## config.mk

```make
export PLATFORM = sky130hd
export DESIGN_NAME = spi_slave_top
export DESIGN_NICKNAME = d
export VERILOG_FILES = /design/src/rtl/spi_slave_top.sv
export SDC_FILE = /design/constraint.sdc
export NUM_CORES = 1
export LEC_CHECK = 0
export ABC_AREA = 0
export BUFFER_PORTS_ARGS = -buffer_cell sky130_fd_sc_hd__buf_2
export CAP_MARGIN = 15
export CORE_UTILIZATION = 45
export CTS_CLUSTER_SIZE = 8
export DETAILED_ROUTE_END_ITERATION = 10
export GPL_TIMING_DRIVEN = 1
export PLACE_DENSITY_LB_ADDON = 0.08
export SETUP_SLACK_MARGIN = 0.5
export SLEW_MARGIN = 40
export SYNTH_ARGS = -nofsm -noshare
export SYNTH_HDL_FRONTEND = slang
export SYNTH_SLANG_ARGS = --single-unit
```

## constraint.sdc

```tcl
create_clock -name clk_12MHz -period 2.5 [get_ports clk_12MHz]
set_input_delay 0.25 -clock clk_12MHz [delete_from_list [all_inputs] [get_ports clk_12MHz]]
set_output_delay 0.25 -clock clk_12MHz [all_outputs]
set_load 0.02 [all_outputs]
```

## src/rtl/spi_slave_top.sv

```systemverilog
`timescale 1ns/1ps
`default_nettype none
// ============================================================================
// Module   : spi_slave_top
// Purpose  : Mode-1 SPI slave that shows the received low nibble on four LEDs
//            and echoes the last received byte on MISO.
// Revision : 1.0
// ============================================================================
module spi_slave_top (
    input  logic clk_12MHz,
    input  logic i_SPI_MOSI,
    input  logic i_SPI_CLK,
    input  logic i_SPI_CS,
    output logic o_SPI_MISO,
    output logic led_0,
    output logic led_1,
    output logic led_2,
    output logic led_3,
    input  logic i_Rst
);

    // Stage [1] is the synchronized value, stage [2] the edge-detect history.
    logic [2:0] sclk_sync_q;
    logic [2:0] cs_sync_q;
    logic [2:0] mosi_sync_q;

    logic [7:0] rx_shift_q, rx_shift_d;
    logic [7:0] rx_byte_q,  rx_byte_d;
    logic [7:0] tx_shift_q, tx_shift_d;
    logic [2:0] bit_cnt_q,  bit_cnt_d;
    logic       byte_done_q, byte_done_d;
    logic       miso_q,     miso_d;

    logic w_sclk_rise;
    logic w_sclk_fall;
    logic w_cs_fall;
    logic w_cs_rise;
    logic w_selected;
    logic w_mosi;

    assign w_sclk_rise =  sclk_sync_q[1] & ~sclk_sync_q[2];
    assign w_sclk_fall = ~sclk_sync_q[1] &  sclk_sync_q[2];
    assign w_cs_fall   = ~cs_sync_q[1]   &  cs_sync_q[2];
    assign w_cs_rise   =  cs_sync_q[1]   & ~cs_sync_q[2];
    assign w_selected  = ~cs_sync_q[1];
    assign w_mosi      =  mosi_sync_q[2];

    always_ff @(posedge clk_12MHz) begin
        if (i_Rst) begin
            sclk_sync_q <= 3'b000;
            cs_sync_q   <= 3'b111;
            mosi_sync_q <= 3'b000;
        end else begin
            sclk_sync_q <= {sclk_sync_q[1:0], i_SPI_CLK};
            cs_sync_q   <= {cs_sync_q[1:0],   i_SPI_CS};
            mosi_sync_q <= {mosi_sync_q[1:0], i_SPI_MOSI};
        end
    end

    always_comb begin
        rx_shift_d  = rx_shift_q;
        rx_byte_d   = rx_byte_q;
        tx_shift_d  = tx_shift_q;
        bit_cnt_d   = bit_cnt_q;
        byte_done_d = 1'b0;
        miso_d      = miso_q;

        // A completed byte lands one cycle after its last bit and also
        // becomes the echo source for the next byte in the same window.
        if (byte_done_q) begin
            rx_byte_d  = rx_shift_q;
            tx_shift_d = rx_shift_q;
        end

        if (w_cs_rise) begin
            rx_shift_d = 8'h00;
            bit_cnt_d  = 3'd0;
        end else if (w_selected && w_sclk_fall) begin
            rx_shift_d  = {rx_shift_q[6:0], w_mosi};
            bit_cnt_d   = bit_cnt_q + 3'd1;
            byte_done_d = (bit_cnt_q == 3'd7);
        end

        if (w_cs_fall) begin
            tx_shift_d = rx_byte_q;
        end else if (w_selected && w_sclk_rise) begin
            miso_d     = tx_shift_q[7];
            tx_shift_d = {tx_shift_q[6:0], 1'b0};
        end

        if (!w_selected) begin
            miso_d = 1'b0;
        end
    end

    always_ff @(posedge clk_12MHz) begin
        if (i_Rst) begin
            rx_shift_q  <= 8'h00;
            rx_byte_q   <= 8'h00;
            tx_shift_q  <= 8'h00;
            bit_cnt_q   <= 3'd0;
            byte_done_q <= 1'b0;
            miso_q      <= 1'b0;
        end else begin
            rx_shift_q  <= rx_shift_d;
            rx_byte_q   <= rx_byte_d;
            tx_shift_q  <= tx_shift_d;
            bit_cnt_q   <= bit_cnt_d;
            byte_done_q <= byte_done_d;
            miso_q      <= miso_d;
        end
    end

    assign o_SPI_MISO = miso_q;
    assign led_0      = rx_byte_q[0];
    assign led_1      = rx_byte_q[1];
    assign led_2      = rx_byte_q[2];
    assign led_3      = rx_byte_q[3];

endmodule
`default_nettype wire

```

==> reports/results.txt <==
Final Setup Violations: 0
depth of the most critical reg-to-reg path: 4
fraction of power consumed by sequential logic: 0.650
end of the worst register-to-register path: rx_shift_q[6]
total global-route track usage: 0.181
setup TNS: 0 ps
Max Clock Freq: 0.613 GHz
length of routed met3 wiring: 104 um
number of iterations in the first detailed-routing pass: 4
XOR/XNOR Fraction of Synth Area: 0.00564
wire per inst: 13.4 um
Layout Cell Area excl Fill: 1660 sq um
most common library cell in the layout ignoring fill and taps: sky130_fd_sc_hd__dfxtp_1
Worst Path Required: 2740 ps
Rows: 20
Core Region: 3150 sq um
instance area at placement: 1610 sq um
half-perimeter wire length of the detailed placement result: 1800 um
Internal: 0.735 mW
clock power share: 0.307
Final Net Count: 170
fraction of power spent switching nets: 0.236
DR DRC count: 0
Simple-Gate Fraction of Synth Area: 0.222
# placed instances: 200
antenna cell count: 0
count of warnings emitted by yosys: 0
worst clock skew: 7.38 ps
peak supply drop: 0.325 mV
pins over their slew limit: 0
first-pass GRT wire length: 4720 um
status: finished, final reports clean
mean area per synthesized cell: 10.0 sq um
routability cong.: 0.781
leak pwr: 0.597 nW
final worst path period need: 1630 ps
CTS Hold Buffers Added: 0
fraction of synthesized cell area taken by the top area cell type: 0.490
start-to-end type of the worst setup path: flop to flop
relative contribution of combinational cells to total power: 0.043
commonest cells after routing, fill and taps aside: sky130_fd_sc_hd__dfxtp_1, sky130_fd_sc_hd__nor2_1, sky130_fd_sc_hd__mux2i_1
average via count per standard cell: 5.09
adder-cell area share of the yosys netlist: 0.0161
startpoint of the most critical setup path: cs_sync_q[1]
worst skew pair latency: 350 ps
Num Clock Sinks: 38
type of origin of the critical path: flop
final cycle utilization of the critical path: 0.652
worst-path maximum fanout: 13
cell type of the slowest stage on the worst timing path: sky130_fd_sc_hd__nor3b_2
Setup Buffers After CTS: 0
CTS Buf Count: 5
biggest area contributors in the synthesized netlist: sky130_fd_sc_hd__dfxtp_1, sky130_fd_sc_hd__mux2i_1, sky130_fd_sc_hd__nor2_1, sky130_fd_sc_hd__a2bb2oi_1, sky130_fd_sc_hd__nor3_1
Crit path largest cell delay: 540 ps
portion of netlist area occupied by mux cells: 0.129
Reg clk slew, reported paths: 110 ps
number of top-level pins: 10
critical path cell sequence: nor3b_2 > buf_4 > mux2i_1 > nor2_1
biggest area consumer among synthesized cells: sky130_fd_sc_hd__dfxtp_1
post-synth design cell area: 1550 sq um
DIE AREA: 3690 sq um
ratio of total power to cell area: 579 nW/um^2
synthesized flop and latch total: 38
DRT iter0 DRCs: 31
post-layout instance count excluding filler cells: 207
pin count of the biggest net entering global routing: 27
Setup WS post-layout: 869 ps
Final ANT Viol Nets: 0
number of H-tree levels: 2
Post-Route WL: 2780 um
setup repair after global routing missed its margin: false
power dissipated by switching net loads: 0.227 mW
Die H: 60.8 um
family of cells with the greatest summed delay on the critical path: simple AND/OR/NAND/NOR gates
Hold Slack: 73.4 ps
Worst path depth: 4
deepest clock path buffer count: 2
gr ovfl total: 0
vias in the first global route: 981
worst hold path type: input pin to flop
routed length on met2: 1240 um
tightest slew margin relative to the limit: 0.638
Setup crit end: rx_shift_q[6]
worst flop-to-flop path startpoint: cs_sync_q[1]
Initial Utilization: 0.493
post-synthesis sequential area ratio: 0.490
fill cell count: 302
Clk Tree Root Cell: sky130_fd_sc_hd__clkbuf_4
Yosys cell types: 25
Util after Layout: 0.527
area growth from synthesis to layout: 6.84%
post-synth net total: 162
Tot Pwr: 0.962 mW
highest routed layer: met4
Critical Path AT: 1870 ps
worst-case setup slack after placement: 750 ps
fraction of final layout cells with drive strength greater than 1: 0.166
max-capacitance violation count: 0
antenna violations before repair: 0
CTS tree: built
kind of end point of the critical path: flop
complex-gate fraction of the synthesized area: 0.0918
x dimension of the die: 60.8 um
reg-to-reg setup timing slack: 870 ps
worst-margin pin slew: 541 ps
number of hold violations in the final report: 0
wire length the detailed router placed on met1: 1380 um
CP bufs+invs: 1
main combinational cell family by area after synthesis: simple AND/OR/NAND/NOR gates
number of port buffers: 9
Post-Synthesis Cells: 155
number of vias after detailed routing: 1054
## synthesized netlist by cell type
| cell | number |
|---|---|
| sky130_fd_sc_hd__dfxtp_1 | 38 |
| sky130_fd_sc_hd__nor3b_2 | 1 |
| sky130_fd_sc_hd__nor3_2 | 3 |
| sky130_fd_sc_hd__nor2b_1 | 7 |
| sky130_fd_sc_hd__buf_6 | 2 |
| sky130_fd_sc_hd__nand2_1 | 2 |
| sky130_fd_sc_hd__a2bb2oi_1 | 7 |
| sky130_fd_sc_hd__nor3_1 | 11 |
| sky130_fd_sc_hd__a31oi_1 | 7 |
| sky130_fd_sc_hd__buf_2 | 3 |
| sky130_fd_sc_hd__ha_1 | 2 |
| sky130_fd_sc_hd__o22a_1 | 1 |
| sky130_fd_sc_hd__or2_1 | 3 |
| sky130_fd_sc_hd__xnor2_1 | 1 |
| sky130_fd_sc_hd__mux2i_1 | 20 |
| sky130_fd_sc_hd__a21o_1 | 1 |
| sky130_fd_sc_hd__nor2_1 | 22 |
| sky130_fd_sc_hd__and2_0 | 7 |
| sky130_fd_sc_hd__o21ba_1 | 1 |
| sky130_fd_sc_hd__nand3b_1 | 1 |
| sky130_fd_sc_hd__clkbuf_1 | 4 |
| sky130_fd_sc_hd__nand2b_1 | 7 |
| sky130_fd_sc_hd__inv_2 | 1 |
| sky130_fd_sc_hd__buf_4 | 2 |
| sky130_fd_sc_hd__o21bai_2 | 1 |
## worst min-delay path by stage
stage                     depth (start not counted)             end           start  slack, ps
after global placement                            1  sclk_sync_q[1]  sclk_sync_q[0]        420
after detailed placement                          1    cs_sync_q[1]    cs_sync_q[0]        410
final                                             2    cs_sync_q[0]        i_SPI_CS         70
after global routing                              2    cs_sync_q[0]        i_SPI_CS         70
after floorplan                                   1    cs_sync_q[0]        i_SPI_CS        350
after CTS                                         2    cs_sync_q[0]        i_SPI_CS         60
## logic make-up (layout without fill, tap and decap cells)
logic type,after synthesis,in the layout
simple gates,64,64
flops,38,38
mux,20,20
compound gates,18,18
buf+inv,12,20
fa+ha+maj,2,2
xor+xnor,1,1
## sequential cells by signal, indices dropped and copies added, names as in the netlist
signal	flops
cs_sync_q	3
o_SPI_MISO	1
rx_byte_q	8
rx_shift_q	8
tx_shift_q	8
byte_done_q	1
mosi_sync_q	3
bit_cnt_q	3
sclk_sync_q	3
## repair_timing
item                                    CTS  global route
endpoints found under the hold margin     0             0
endpoints found under the setup margin    0             1
resized for setup                         0             1
## cell type report
cell class / count / area [sq um] / share of cell area
sequential: 38 / 762 / 0.459
timing repair buffer: 12 / 67.6 / 0.0407
clock buffer: 5 / 37.5 / 0.0226
inverter: 1 / 3.75 / 0.00226
tap: 44 / 55.1 / 0.0332
clock inverter: 2 / 10.0 / 0.00603
multi-input combinational: 105 / 724 / 0.436
## layer usage
metal | vias to the layer above | global-route usage
met1 | 490 | 0.230
met4 | 0 | 0.0844
met5 | - | 0
li1 | 546 | -
met3 | 5 | 0.0768
met2 | 13 | 0.267
## power by group through the flow
stage / Combinational, mW / Sequential (mW) / Clock (mW)
floorplan: 0.0384 / 0.634 / 0
global placement: 0.0407 / 0.639 / 0
detailed placement: 0.0409 / 0.639 / 0
CTS: 0.0411 / 0.625 / 0.310
global route: 0.0470 / 0.627 / 0.339
finish: 0.0412 / 0.625 / 0.296
Power figures use the tool's default switching activity.
